File: src/rtl/lfsr_rr_sched.sv
// lfsr_rr_sched: LFSR random-value server with 2-way round-robin grant; `LFSR_LOCKUP_GUARD_EN enables zero lock-up handling
module lfsr_rr_sched #(
  parameter int WIDTH = 3,
  parameter logic [WIDTH-1:0] TAPS = 3'b110
) (
  input  logic             clk,
  input  logic             rst,
  input  logic             start,
  input  logic             stop,
  input  logic             seed_load,
  input  logic [WIDTH-1:0] seed,
  input  logic [1:0]       req,
  output logic [1:0]       gnt,
  output logic [WIDTH-1:0] Qout,
  output logic             rnd_vld,
  output logic             busy,
  output logic             wrap
);
  typedef enum logic {IDLE, RUN} state_t;
  state_t state;
  logic [WIDTH-1:0] q, shadow, nxt, seed_eff;
  logic last, fire, pick;
  assign nxt = {q[WIDTH-2:0], ^(q & TAPS)};
  assign fire = (state == RUN) && !stop && |req;
  // last holds the index granted most recently; a tie goes to the other one
  assign pick = &req ? ~last : req[1];
  assign busy = (state == RUN);
`ifdef LFSR_LOCKUP_GUARD_EN
  assign seed_eff = |seed ? seed : WIDTH'(1);
`else
  assign seed_eff = seed;
`endif
  always_ff @(posedge clk or posedge rst) begin
    if (rst) begin
      state   <= IDLE;
      q       <= WIDTH'(1);
      shadow  <= WIDTH'(1);
      gnt     <= '0;
      Qout    <= '0;
      rnd_vld <= 1'b0;
      wrap    <= 1'b0;
      last    <= 1'b1;
    end else begin
      gnt     <= fire ? (pick ? 2'b10 : 2'b01) : 2'b00;
      rnd_vld <= fire;
      wrap    <= fire && (nxt == shadow);
      if (fire) begin
        Qout <= q;
        last <= pick;
      end
      if (state == IDLE) begin
        state <= (start && !stop) ? RUN : IDLE;
        if (seed_load) begin
          q      <= seed_eff;
          shadow <= seed_eff;
        end
      end else begin
        if (stop) state <= IDLE;
`ifdef LFSR_LOCKUP_GUARD_EN
        if (q == '0) q <= WIDTH'(1);
        else if (fire) q <= nxt;
`else
        if (fire) q <= nxt;
`endif
      end
    end
  end
endmodule
File: config.mk
export PLATFORM = sky130hd
export DESIGN_NAME = lfsr_rr_sched
export DESIGN_NICKNAME = d
export VERILOG_FILES = /design/src/rtl/lfsr_rr_sched.sv
export SDC_FILE = /design/constraint.sdc
export NUM_CORES = 1
export LEC_CHECK = 0
export BUFFER_PORTS_ARGS = -buffer_cell sky130_fd_sc_hd__buf_2
export CAP_MARGIN = 20
export CORE_AREA = 5 5 42 44
export CTS_CLUSTER_SIZE = 10
export DETAILED_ROUTE_END_ITERATION = 10
export DIE_AREA = 0 0 47 49
export PLACE_DENSITY = 0.77
export SYNTH_ARGS = -nofsm -noshare
export SYNTH_HDL_FRONTEND = slang
export SYNTH_SLANG_ARGS = --single-unit
export TNS_END_PERCENT = 100
File: constraint.sdc
create_clock -name clk -period 2.35 [get_ports clk]
set_input_delay 0.47 -clock clk [delete_from_list [all_inputs] [get_ports clk]]
set_output_delay 0.47 -clock clk [all_outputs]
set_load 0.03 [all_outputs]
==> results_tabular.tex, run 1 <==
\begin{tabular}{lr}
\hline
Metric & Value \\
\hline
\multicolumn{2}{l}{\textbf{Status}} \\
\quad Run status & complete, no violations \\
\multicolumn{2}{l}{\textbf{Synthesis}} \\
\quad Count of state elements after synthesis & 15 \\
\quad Post-Synthesis Cell Area & 666 sq um \\
\quad Nets in the synthesized netlist & 62 \\
\quad Cell count after synthesis & 52 \\
\quad Post-synth ARST share & 1.00 \\
\quad Dominant cell type by area after synthesis & dfrtp\_1 \\
\quad Number of warnings printed during yosys synthesis & 0 \\
\quad Synth unique cells & 24 \\
\quad Synth top area cells & dfrtp\_1 45\%, dfstp\_2 12\%, mux2\_2 5.1\% \\
\quad Share of the synthesized area in the top cell type & 0.451 \\
\quad Primary flip-flop cell chosen by synthesis mapping & dfrtp\_1 \\
\quad Post-Syn Area per Cell & 12.8 sq um \\
\quad Post-synth EDFFs & 0 \\
\quad Sequential fraction of the synthesis area & 0.570 \\
\multicolumn{2}{l}{\textbf{Setup path}} \\
\quad Kind of cell adding the most delay to the critical path & flip-flops \\
\quad Maximum net fanout on the critical path & 8 \\
\quad Delay of the slowest cell on the worst path & 0.47 ns \\
\quad Number of buffer and inverter stages on the critical path & 1 \\
\quad Data arrival, critical path & 1.00 ns \\
\quad Critical path launch point type & register \\
\quad Worst setup EP type & primary output \\
\quad Data required time of the critical path & 1.88 ns \\
\quad WS Path Type & register to primary output \\
\quad Series of cell instances along the critical path & buf\_2 \\
\quad Slowest stage cell, crit path & dfrtp\_1 \\
\multicolumn{2}{l}{\textbf{Power and ir drop}} \\
\quad Leakage power & 0.396 nW \\
\quad Peak VDD IR & 0.368 mV \\
\quad Overall power consumption & 644 uW \\
\quad Power per cell area & 806 mW/mm\^{}2 \\
\multicolumn{2}{l}{\textbf{Routing}} \\
\quad Number of routed nets with antenna violations & 0 \\
\quad Via Count & 451 \\
\quad Drt total wl & 1170 um \\
\quad \# DRC & 0 \\
\quad Initial DRC count & 3 \\
\quad Drt via density & 5.07 \\
\quad Routed wirelength normalized by instance count & 13.2 um \\
\quad Router iterations before antenna repair & 4 \\
\multicolumn{2}{l}{\textbf{Clock network}} \\
\quad Maximum count of clock buffers along a single path & 2 \\
\quad H-Tree Level Count & 1 \\
\quad Count of hold buffers inserted by post-cts repair & 0 \\
\quad Clock root buffer & clkbuf\_4 \\
\quad Clock-pin slew of the registers on the worst-case setup and hold paths & 0.09 ns \\
\quad CTS resizes & 0 \\
\quad Clock tree from TritonCTS & yes \\
\quad TritonCTS Buffers & 3 \\
\quad Buffers inserted by post-CTS timing repair & 0 \\
\quad Number of sinks on the clock net & 15 \\
\quad Clk Latency, worst-skew pair & 0.28 ns \\
\multicolumn{2}{l}{\textbf{Final layout}} \\
\quad \# diodes & 0 \\
\quad Most common cell after layout, fill and taps aside & buf\_2 \\
\quad Relative area change from synthesis to final layout & 19.9\% \\
\quad Final core utilization & 0.570 \\
\quad Combined area of the multi-input logic cells & 268 sq um \\
\quad Fraction of layout cells with a size suffix above 1 & 0.479 \\
\quad Number of nets in the layout & 84 \\
\quad Most frequent cells in the layout & 17 x buf\_2, 12 x dfrtp\_1, 5 x inv\_1 \\
\quad Area used by sequential logic in the layout & 379 sq um \\
\quad Fillcell total & 129 \\
\multicolumn{2}{l}{\textbf{Global route}} \\
\quad Overflow left after global routing & 0 \\
\quad Global-route wire length before repair & 1990 um \\
\quad Pin count of the biggest net entering global routing & 16 \\
\quad Initial antenna violation count & 0 \\
\quad Via count of the first global-routing pass & 450 \\
\quad GRT Resource Usage Total & 0.125 \\
\multicolumn{2}{l}{\textbf{STA}} \\
\quad Max\_slew headroom & 0.641 \\
\quad Total Negative Setup Slacks & 0 ns \\
\quad Highest attainable clock frequency & 679 MHz \\
\quad Pins over their slew limit & 0 \\
\quad Portion of the clock cycle consumed by the worst path in the final layout & 0.627 \\
\quad Final Critical Period & 1.47 ns \\
\quad Least-Margin Pin Slew & 0.538 ns \\
\quad Worst hold margin & 0.208 ns \\
\quad Worst clock skew & 0.00294 ns \\
\quad RSZ-0062 raised after global routing & false \\
\quad Number of setup violations in the final report & 0 \\
\quad Hold violation total from the final report & 0 \\
\multicolumn{2}{l}{\textbf{Die}} \\
\quad Die Height & 49 um \\
\quad Die area & 0.00230 sq mm \\
\quad Initial Util & 0.475 \\
\quad Floorplan Core Area & 0.00140 sq mm \\
\quad Row Count & 14 \\
\quad Ports placed on the boundary & 18 \\
\quad Width of the die & 47 um \\
\multicolumn{2}{l}{\textbf{Worst hold path}} \\
\quad Hold Crit Class & primary input to async pin \\
\multicolumn{2}{l}{\textbf{Place}} \\
\quad Final Wtd Congestion & 0.815 \\
\quad Number of input and output port buffers inserted & 17 \\
\quad Half-perimeter wire length after detailed placement & 941 um \\
\multicolumn{2}{l}{\textbf{Job}} \\
\quad Maximum capacitance violations & 0 \\
\hline
\end{tabular}
## worst paths after layout
check | start | endpoint | slack [ns] | cells after the start
max | busy | busy | 0.88 | 1
max reg2reg | busy | Qout[1] | 1.11 | 3
min reg2reg | Qout[0] | Qout[0] | 0.52 | 1
min | rst | Qout[1] | 0.21 | 2
min in group clk | stop | busy | 0.35 | 2
max in group asynchronous | rst | shadow[0] | 1.78 | 2
## report_power, final
group	switching, mW	internal (mW)
combinational	0.0893	0.0703
clock	0.0860	0.0632
sequential	0.0303	0.304
## cell usage after synthesis, drive strengths merged, types with 2 or more instances
library cell	instances
inv	5
nand2b	4
nor2	3
dfstp	3
xor2	3
o221a	2
dfrtp	12
o21ai	3
mux2	5
## registers in the layout (all words and copies together), names as in the netlist
name     count
q            3
busy         1
rnd_vld      1
wrap         1
shadow       3
Qout         3
last         1
gnt          2
## cell type report
cell class / instances / share of cell area
inverters: 5 / 0.0235
well taps: 16 / 0.0251
clock inverters: 1 / 0.00627
repair buffers: 17 / 0.107
flip-flops and latches: 15 / 0.475
clock buffers: 3 / 0.0282
multi-input cells: 32 / 0.335
## logic make-up (layout without fill, tap and decap cells)
family / count (synthesis) / after routing / synth area share
AO/OA/AOI/OAI: 11 / 11 / 0.150
XOR/XNOR: 3 / 3 / 0.0395
multiplexers: 5 / 5 / 0.0959
buffers and inverters: 5 / 26 / 0.0282
AND/OR/NAND/NOR: 13 / 13 / 0.117
flip-flops: 15 / 15 / 0.570
## per-layer routing
metal  part of all wire  routed length (um)  global-route usage  vias to the layer above
li1                   -                   -                   -                      224
met1               0.43                 499               0.154                      213
met2               0.51                 596               0.190                       12
met3              0.049                  57              0.0443                        2
met4              0.015                  17              0.0553                        0
met5                  0                   0                   0                        -
## worst register-to-register path: stages, from the launching register on
cell,delay [ns]
dfrtp_1,0.46
and2b_4,0.21
o21ai_4,0.13
mux2_4,0.33
## metrics by stage
step	setup slack, ns	std cells	area, sq um
final	0.877	89	798
after global routing	0.798	89	798
after CTS	0.872	89	798
after detailed placement	0.974	85	771
after global placement	0.988	85	771
after floorplan	1.01	52	666
(Power assumes the default switching activity.)
==> inputs of run 2 (changes only) <==
--- a/config.mk
+++ b/config.mk
@@ -7,11 +7,11 @@
 export LEC_CHECK = 0
 export BUFFER_PORTS_ARGS = -buffer_cell sky130_fd_sc_hd__buf_2
 export CAP_MARGIN = 20
-export CORE_AREA = 5 5 42 44
+export CORE_AREA = 5 5 44 46
 export CTS_CLUSTER_SIZE = 10
 export DETAILED_ROUTE_END_ITERATION = 10
-export DIE_AREA = 0 0 47 49
-export PLACE_DENSITY = 0.77
+export DIE_AREA = 0 0 49 51
+export PLACE_DENSITY = 0.7
 export SYNTH_ARGS = -nofsm -noshare
 export SYNTH_HDL_FRONTEND = slang
 export SYNTH_SLANG_ARGS = --single-unit
==> constraint.sdc (replaced) <==
create_clock -name clk -period 1.4 [get_ports clk]
set_input_delay 0.28 -clock clk [delete_from_list [all_inputs] [get_ports clk]]
set_output_delay 0.28 -clock clk [all_outputs]
set_load 0.03 [all_outputs]
==> run 2 against run 1 <==
Compared with the run above:
- sequential power rose by 67%
- utilization shrank 2.8 points
- setup slack got worse by 0.75 ns
- largest cell class unchanged
==> results_tabular.tex, run 2 (same netlist as run 1, synthesis figures left out) <==
\begin{tabular}{lr}
\hline
Metric & Value \\
\hline
\multicolumn{2}{l}{\textbf{Status}} \\
\quad Run status & complete, no violations \\
\multicolumn{2}{l}{\textbf{Power and ir drop}} \\
\quad Sequential power share & 0.527 \\
\quad Gate power share & 0.251 \\
\quad Overall power consumption & 1.06 mW \\
\quad Peak VDD IR & 0.695 mV \\
\quad Power per cell area & 1340 mW/mm\^{}2 \\
\quad Sw Ratio & 0.305 \\
\quad Internal & 740 uW \\
\quad Reported net switching power & 325 uW \\
\quad Relative contribution of the clock network to total power & 0.222 \\
\quad Leakage power & 0.394 nW \\
\multicolumn{2}{l}{\textbf{Routing}} \\
\quad Via Count & 448 \\
\quad Routed wirelength normalized by instance count & 12.6 um \\
\quad Router iterations before antenna repair & 4 \\
\quad \# DRC & 0 \\
\quad Drt total wl & 1120 um \\
\quad Drt via density & 5.03 \\
\quad Number of routed nets with antenna violations & 0 \\
\quad Initial DRC count & 2 \\
\multicolumn{2}{l}{\textbf{Setup path}} \\
\quad Data required time of the critical path & 1.12 ns \\
\quad Critical path launch point type & register \\
\quad Series of cell instances along the critical path & buf\_2 \\
\quad Kind of cell adding the most delay to the critical path & flip-flops \\
\quad Slowest stage cell, crit path & dfrtp\_1 \\
\quad Delay of the slowest cell on the worst path & 0.47 ns \\
\quad WS Path Type & register to primary output \\
\quad Reg2reg start & busy \\
\quad Worst setup startpoint & busy \\
\quad Number of buffer and inverter stages on the critical path & 1 \\
\quad Worst setup EP type & primary output \\
\quad Maximum net fanout on the critical path & 8 \\
\quad Data arrival, critical path & 0.99 ns \\
\multicolumn{2}{l}{\textbf{Die}} \\
\quad Ports placed on the boundary & 18 \\
\quad Floorplan Core Area & 0.00147 sq mm \\
\quad Die Height & 51 um \\
\quad Row Count & 14 \\
\quad Die area & 0.00250 sq mm \\
\quad Width of the die & 49 um \\
\quad Initial Util & 0.452 \\
\multicolumn{2}{l}{\textbf{Job}} \\
\quad Maximum capacitance violations & 0 \\
\multicolumn{2}{l}{\textbf{Final layout}} \\
\quad Fin area & 797 sq um \\
\quad Fraction of layout cells with a size suffix above 1 & 0.466 \\
\quad Fillcell total & 136 \\
\quad \# diodes & 0 \\
\quad Biggest registers after layout & Qout x3, q x3, shadow x3 \\
\quad Relative area change from synthesis to final layout & 19.7\% \\
\quad Most frequent cells in the layout & 17 x buf\_2, 12 x dfrtp\_1, 5 x inv\_1 \\
\quad Most common cell after layout, fill and taps aside & buf\_2 \\
\quad Number of nets in the layout & 84 \\
\multicolumn{2}{l}{\textbf{Global route}} \\
\quad GRT Resource Usage Total & 0.101 \\
\quad Overflow left after global routing & 0 \\
\quad Initial antenna violation count & 0 \\
\quad Pin count of the biggest net entering global routing & 16 \\
\quad Via count of the first global-routing pass & 458 \\
\quad Global-route wire length before repair & 1940 um \\
\multicolumn{2}{l}{\textbf{Place}} \\
\quad Half-perimeter wire length after detailed placement & 852 um \\
\quad Post-place instance area & 771 sq um \\
\quad Number of input and output port buffers inserted & 17 \\
\quad Setup slack after placement & 0.154 ns \\
\quad Final Wtd Congestion & 0.757 \\
\multicolumn{2}{l}{\textbf{Clock network}} \\
\quad Number of sinks on the clock net & 15 \\
\quad Clock-pin slew of the registers on the worst-case setup and hold paths & 0.08 ns \\
\quad H-Tree Level Count & 1 \\
\quad Clock root buffer & clkbuf\_4 \\
\quad Buffers inserted by post-CTS timing repair & 0 \\
\quad TritonCTS Buffers & 3 \\
\quad Clk Latency, worst-skew pair & 0.28 ns \\
\quad Count of hold buffers inserted by post-cts repair & 0 \\
\quad Clock tree from TritonCTS & yes \\
\quad CTS resizes & 0 \\
\quad Maximum count of clock buffers along a single path & 2 \\
\multicolumn{2}{l}{\textbf{STA}} \\
\quad Least-Margin Pin Slew & 0.553 ns \\
\quad Max\_slew headroom & 0.631 \\
\quad Worst hold margin & 0.0319 ns \\
\quad RSZ-0062 raised after global routing & false \\
\quad Pins over their slew limit & 0 \\
\quad Worst clock skew & 0.00402 ns \\
\quad Fin worst setup slack & 0.127 ns \\
\quad Portion of the clock cycle consumed by the worst path in the final layout & 0.909 \\
\quad Number of setup violations in the final report & 0 \\
\quad Highest attainable clock frequency & 786 MHz \\
\quad Final Critical Period & 1.27 ns \\
\quad Hold violation total from the final report & 0 \\
\quad Total Negative Setup Slacks & 0 ns \\
\multicolumn{2}{l}{\textbf{Worst hold path}} \\
\quad Hold Crit Class & primary input to async pin \\
\hline
\end{tabular}
==> run 2: cell type report <==
| type | count | area [sq um] | area share |
|---|---|---|---|
| multi-input combinational | 32 | 268 | 0.336 |
| clock buffer | 4 | 26.3 | 0.0330 |
| sequential | 15 | 379 | 0.476 |
| tap | 16 | 20.0 | 0.0251 |
| timing repair buffer | 17 | 85.1 | 0.107 |
| inverter | 5 | 18.8 | 0.0235 |
==> run 2: final timing paths <==
kind / end / slack (ns) / cells after the start
min in group clk: busy / 0.17 / 2
hold / removal: rnd_vld / 0.03 / 2
hold reg to reg: Qout[0] / 0.52 / 1
setup / recovery: busy / 0.13 / 1
max in group asynchronous: shadow[0] / 0.99 / 2
setup reg to reg: Qout[1] / 0.16 / 3
==> run 2: power by group through the flow <==
stage,combinational [mW],sequential [mW],clock (mW)
6_report,0.268,0.561,0.236
4_1_cts,0.272,0.561,0.252
2_1_floorplan,0.132,0.628,0
5_1_grt,0.291,0.570,0.275
3_3_place_gp,0.264,0.568,0
3_5_place_dp,0.271,0.570,0
==> run 2: layer usage <==
metal,vias to the layer above,GRT usage,share of wire
li1,224,-,-
met1,209,0.121,0.42
met2,13,0.148,0.50
met3,2,0.0581,0.075
met4,0,0.0404,0.0054
met5,-,0,0
==> run 2: stage by stage <==
stage / cells / util
2_1_floorplan: 52 / -
3_3_place_gp: 85 / 0.524
3_5_place_dp: 85 / 0.524
4_1_cts: 89 / 0.542
5_1_grt: 89 / 0.542
6_report: 89 / 0.542
